<file path="src/rtl/ifu_fetch_unit_pkg.sv">
// Shared types and constants for the instruction fetch unit.
package ifu_fetch_unit_pkg;

  typedef enum logic [1:0] {
    S_REQ  = 2'd0,
    S_WAIT = 2'd1,
    S_OUT  = 2'd2,
    S_NPC  = 2'd3
  } ifu_state_e;

  localparam logic [31:0] IFU_NOP_INST = 32'h0000_0013;
  localparam logic [63:0] IFU_RESET_PC = 64'h0000_0000_8000_0000;

endpackage

</file>
<file path="src/rtl/ifu_pc_reg.sv">
// Architectural PC register with load enable; flags a misaligned value on the load port.
module ifu_pc_reg
  import ifu_fetch_unit_pkg::*;
#(
  parameter int              XLEN     = 64,
  parameter logic [XLEN-1:0] RESET_PC = XLEN'(IFU_RESET_PC)
) (
  input  logic            clk,
  input  logic            rst,
  input  logic            load_i,
  input  logic [XLEN-1:0] load_pc_i,
  output logic [XLEN-1:0] pc_o,
  output logic            load_misaligned_o
);

  logic [XLEN-1:0] pc_q;

  always_ff @(posedge clk or negedge rst) begin
    if (!rst) begin
      pc_q <= RESET_PC;
    end else if (load_i) begin
      pc_q <= load_pc_i;
    end
  end

  assign pc_o              = pc_q;
  assign load_misaligned_o = (load_pc_i[1:0] != 2'b00);

endmodule

</file>
<file path="src/rtl/ifu_fetch_unit.sv">
// Fetch stage: one outstanding imem request, delivers {pc, inst} downstream, reloads pc on commit.
module ifu_fetch_unit
  import ifu_fetch_unit_pkg::*;
#(
  parameter int              XLEN     = 64,
  parameter logic [XLEN-1:0] RESET_PC = XLEN'(IFU_RESET_PC),
  parameter logic [31:0]     NOP_INST = IFU_NOP_INST
) (
  input  logic            clk,
  input  logic            rst,
  output logic            imem_req_valid,
  input  logic            imem_req_ready,
  output logic [XLEN-1:0] imem_addr,
  input  logic            imem_rsp_valid,
  input  logic [31:0]     imem_rsp_data,
  input  logic            imem_rsp_err,
  output logic            out_valid,
  input  logic            out_ready,
  output logic [XLEN-1:0] out_pc,
  output logic [31:0]     out_inst,
  output logic            out_fault,
  input  logic            commit_valid,
  input  logic [XLEN-1:0] commit_dnpc,
  output logic [63:0]     inst_count
);

  ifu_state_e      state_q, state_d;
  logic [31:0]     inst_q, inst_d;
  logic            fault_q, fault_d;
  logic [63:0]     count_q, count_d;
  logic            pc_load;
  logic            dnpc_misaligned;
  logic [XLEN-1:0] pc;

  ifu_pc_reg #(
    .XLEN     (XLEN),
    .RESET_PC (RESET_PC)
  ) u_pc_reg (
    .clk               (clk),
    .rst               (rst),
    .load_i            (pc_load),
    .load_pc_i         (commit_dnpc),
    .pc_o              (pc),
    .load_misaligned_o (dnpc_misaligned)
  );

  always_ff @(posedge clk or negedge rst) begin
    if (!rst) begin
      state_q <= S_REQ;
      inst_q  <= NOP_INST;
      fault_q <= 1'b0;
      count_q <= 64'd0;
    end else begin
      state_q <= state_d;
      inst_q  <= inst_d;
      fault_q <= fault_d;
      count_q <= count_d;
    end
  end

  // A misaligned next PC never reaches the bus: it is delivered directly as a faulting NOP.
  always_comb begin
    state_d = state_q;
    inst_d  = inst_q;
    fault_d = fault_q;
    count_d = count_q;
    pc_load = 1'b0;
    case (state_q)
      S_REQ: begin
        if (imem_req_ready) state_d = S_WAIT;
      end
      S_WAIT: begin
        if (imem_rsp_valid) begin
          inst_d  = imem_rsp_err ? NOP_INST : imem_rsp_data;
          fault_d = imem_rsp_err;
          state_d = S_OUT;
        end
      end
      S_OUT: begin
        if (out_ready) begin
          count_d = count_q + 64'd1;
          if (commit_valid) pc_load = 1'b1;
          else              state_d = S_NPC;
        end
      end
      S_NPC: begin
        if (commit_valid) pc_load = 1'b1;
      end
      default: state_d = S_REQ;
    endcase
    if (pc_load) begin
      if (dnpc_misaligned) begin
        inst_d  = NOP_INST;
        fault_d = 1'b1;
        state_d = S_OUT;
      end else begin
        state_d = S_REQ;
      end
    end
  end

  // The request is held off while reset is asserted so no valid is seen during reset.
  assign imem_req_valid = (state_q == S_REQ) && rst;
  assign imem_addr      = pc;
  assign out_valid      = (state_q == S_OUT);
  assign out_pc         = pc;
  assign out_inst       = inst_q;
  assign out_fault      = fault_q;
  assign inst_count     = count_q;

endmodule

</file>
<file path="config.mk">
export PLATFORM = sky130hd
export DESIGN_NAME = ifu_fetch_unit
export DESIGN_NICKNAME = d
export VERILOG_FILES = /design/src/rtl/ifu_fetch_unit_pkg.sv /design/src/rtl/ifu_pc_reg.sv /design/src/rtl/ifu_fetch_unit.sv
export SDC_FILE = /design/constraint.sdc
export NUM_CORES = 1
export LEC_CHECK = 0
export ABC_AREA = 1
export CELL_PAD_IN_SITES_DETAIL_PLACEMENT = 1
export CELL_PAD_IN_SITES_GLOBAL_PLACEMENT = 1
export CORE_ASPECT_RATIO = 0.5
export CORE_MARGIN = 2
export CORE_UTILIZATION = 31
export CTS_BUF_LIST = sky130_fd_sc_hd__clkbuf_16
export DETAILED_ROUTE_END_ITERATION = 10
export HOLD_SLACK_MARGIN = 0.1
export PLACE_DENSITY = 0.87
export SKIP_CTS_REPAIR_TIMING = 1
export SYNTH_ARGS = -nofsm -noshare
export SYNTH_HDL_FRONTEND = slang
export SYNTH_SLANG_ARGS = --single-unit
</file>
<file path="constraint.sdc">
create_clock -name clk -period 2.2 [get_ports clk]
set_clock_uncertainty 0.2 [all_clocks]
set_input_delay 0.44 -clock clk [delete_from_list [all_inputs] [get_ports clk]]
set_output_delay 0.44 -clock clk [all_outputs]
set_load 0.02 [all_outputs]
</file>
==> results.tsv <==
metric	value	unit
run status	finished clean	
TNS Setup	0	ns
WHS Path Cells	2	
number of global-route vias before repair	8855	
Worst-Skew Late Latency	0.45	ns
Synth Net Count	1150	
Rel. slew slack	0.406	
Hold Violations, Final	0	
Routed Antenna Nets	0	
Die Wd	236	um
Yosys reg bits	163	
CTS tree	yes	
Max Cap Viol	0	
Pwr per Cell Area	1140	nW/um^2
CP bufs+invs	1	
fin crit period	2.17	ns
wire per inst	18.6	um
CP Max Fanout	4	
P&R area growth vs syn	51.5	%
syn_area_per_cell	8.02	um^2
num rows	42	
r2r setup slk	0.12	ns
Clock Path Buffers	2	
antenna violations before repair	0	
maximum number of pins on one net before global-route repair	164	
Switching Share	0.390	
Yosys top cell area share	0.477	
area leader, netlist	dfrtp_1	
crit share post-route	0.985	
post-synthesis cell area	8340	um^2
Port-buffer cells	329	
GRT met2 Usage	0.407	
antenna cells	0	
CTS Root Cell	clkbuf_16	
Seq/Total Area, Yosys	0.489	
hold path startpoint	u_pc_reg.pc_o[10]$_DFFE_PN0P_	
synth top area cells	dfrtp_1 48%, nand2_1 19%, buf_4 5.8%, nor2_1 4.1%, inv_1 3.8%	
# setup viols final	0	
DR vias/cell	4.73	
first-pass GRT wire length	49.4	mm
worst path cell trace	clkdlybuf4s50_1	
NetSw	5630	uW
CP Launch Type	register	
Critical R2R Launch	inst_count[17]$_DFFE_PN0P_	
final hold slack	0.311	ns
routed vias	8076	
Placed Cells	1674	
Warnings, synthesis	0	
CORE AREA	26400	um^2
final wirelength	31.7	mm
Synth Instances	1041	
Leakage	0.00673	uW
met1 usage	0.260	
TritonCTS Buffers	17	
layout cell share with drive strength beyond 1	0.0812	
DRC Markers	0	
# IOs	330	
Yosys cell types	32	
asr flop ratio synth	1.00	
die height	120	um
CP Data Required Time	1.56	ns
Crit Path Category	reg2out	
GRT Total Usage	0.225	
Slew Limit Fails	0	
number of H-tree levels	4	
crit path DAT	1.53	ns
Worst path max stage delay	0.65	ns
clock slew at reported path FFs	0.06	ns
CP top delay family	buffers and inverters	
reg2reg end	inst_count[50]$_DFFE_PN0P_	
WHS Endpoint	u_pc_reg.pc_o[10]$_DFFE_PN0P_	
initial DRC count	427	
CP Capture Type	output pin	
final std cells w/o fill	1706	
Clk pwr share	0.207	
GRT overflow	0	
RD Place Congestion	0.936	
fmax	461	MHz
r2r worst-path depth	8	
Post-synth top flop	dfrtp_1	
measured slew at the worst slew-check pin	0.891	ns
sequential power share	0.323	
met3 usage	0.0423	
die area	28300	um^2
Crit-path slowest cell	clkdlybuf4s50_1	
fin nets	1451	
Peak supply drop	0.598	mV
DRT Pass-1 Iters	4	
internal power	8810	uW
Min-Delay Path Class	reg2reg	
Starting Density	0.316	
Comb power frac	0.470	
clock sinks	163	
GR peak layer	met2	
Core Util, Final	0.478	
number of enable flip-flop cells after synthesis	0	
DP Wirelength	24.8	mm
## cell families after synthesis
family,share of synthesized area
and+or+nand+nor,0.312
muxes,0.00135
buffers and inverters,0.110
AOI/OAI and AO/OA,0.0360
DFF,0.489
xor gates and xnor gates,0.0430
adders and majority gates,0.00900
## power groups by stage
stage | Clock (uW) | Combinational (uW) | Sequential [uW]
5_1_grt | 3180 | 7210 | 4780
4_1_cts | 3080 | 6890 | 4680
6_report | 2990 | 6780 | 4670
3_3_place_gp | 0 | 6600 | 4640
3_5_place_dp | 0 | 6860 | 4720
2_1_floorplan | 0 | 2810 | 5560
## stage by stage
stage	instance area, um^2	worst slack, ns	power [uW]
2_1_floorplan	8340	0.239	8370
3_3_place_gp	11900	-0.0635	11200
3_5_place_dp	11900	-0.176	11600
4_1_cts	12400	-0.469	14600
5_1_grt	12600	-0.00845	15200
6_report	12600	0.0320	14400
## layout make-up
cell class	count	area, um^2
flip-flops and latches	163	4090
clock inverters	14	146
multi-input cells	702	3380
inverters	86	323
well taps	352	440
fillers	3117	13800
clock buffers	17	425
repair buffers	372	3840
## synthesized netlist by cell type (6+ instances only)
cell type	n
buf_2	11
buf_4	64
clkbuf_1	14
dfrtp_1	159
ha_1	6
inv_1	85
nand2_1	416
nand3_1	34
nand3b_1	6
nand4_1	25
nor2_1	92
nor2_2	6
nor2_4	7
nor3_1	10
o211ai_1	30
o21ai_0	8
xnor2_1	19
xor2_1	22
## routing by layer
layer / vias up / share of wire
met5: - / 0
met4: 0 / 0.035
met2: 194 / 0.52
met1: 4026 / 0.40
met3: 71 / 0.037
li1: 3785 / -
## state kept, by name, indices dropped and copies added (netlist names)
name,flops
out_fault,1
inst_count,64
u_pc_reg.pc_o,64
out_inst,32
state_q,2
## worst max-delay path by stage
stage                     depth (start not counted)                  startpoint                          to
after floorplan                                  11      state_q[0]$_DFFE_PN0P_  inst_count[52]$_DFFE_PN0P_
after global placement                            9                   out_ready  inst_count[56]$_DFFE_PN0P_
after detailed placement                          9                   out_ready  inst_count[56]$_DFFE_PN0P_
after CTS                                         5      state_q[0]$_DFFE_PN0P_              imem_req_valid
after global routing                              1  inst_count[59]$_DFFE_PN0P_              inst_count[59]
final                                             1  inst_count[14]$_DFFE_PN0P_              inst_count[14]
## cells in the final DEF (no fill, tap or decap), types with 4 or more instances in the layout
cell type,netlist,layout
xor2_1,22,22
ha_1,6,5
clkbuf_16,0,17
nor2_1,92,91
clkinv_1,1,5
nand2_2,4,4
o21ai_0,8,8
clkdlybuf4s50_1,0,260
dfrtp_1,159,156
nand3b_1,6,6
buf_12,0,5
nor3_1,10,10
dlymetal6s2s_1,0,66
buf_4,64,38
nand4_1,25,25
xnor2_1,19,19
nand2_4,4,4
nand2_1,416,416
nand3_1,34,34
nor2_4,7,8
nor2_2,6,6
dfstp_2,4,4
o211ai_1,30,30
inv_1,85,84
No activity file was read; power rests on OpenSTA's default activity.
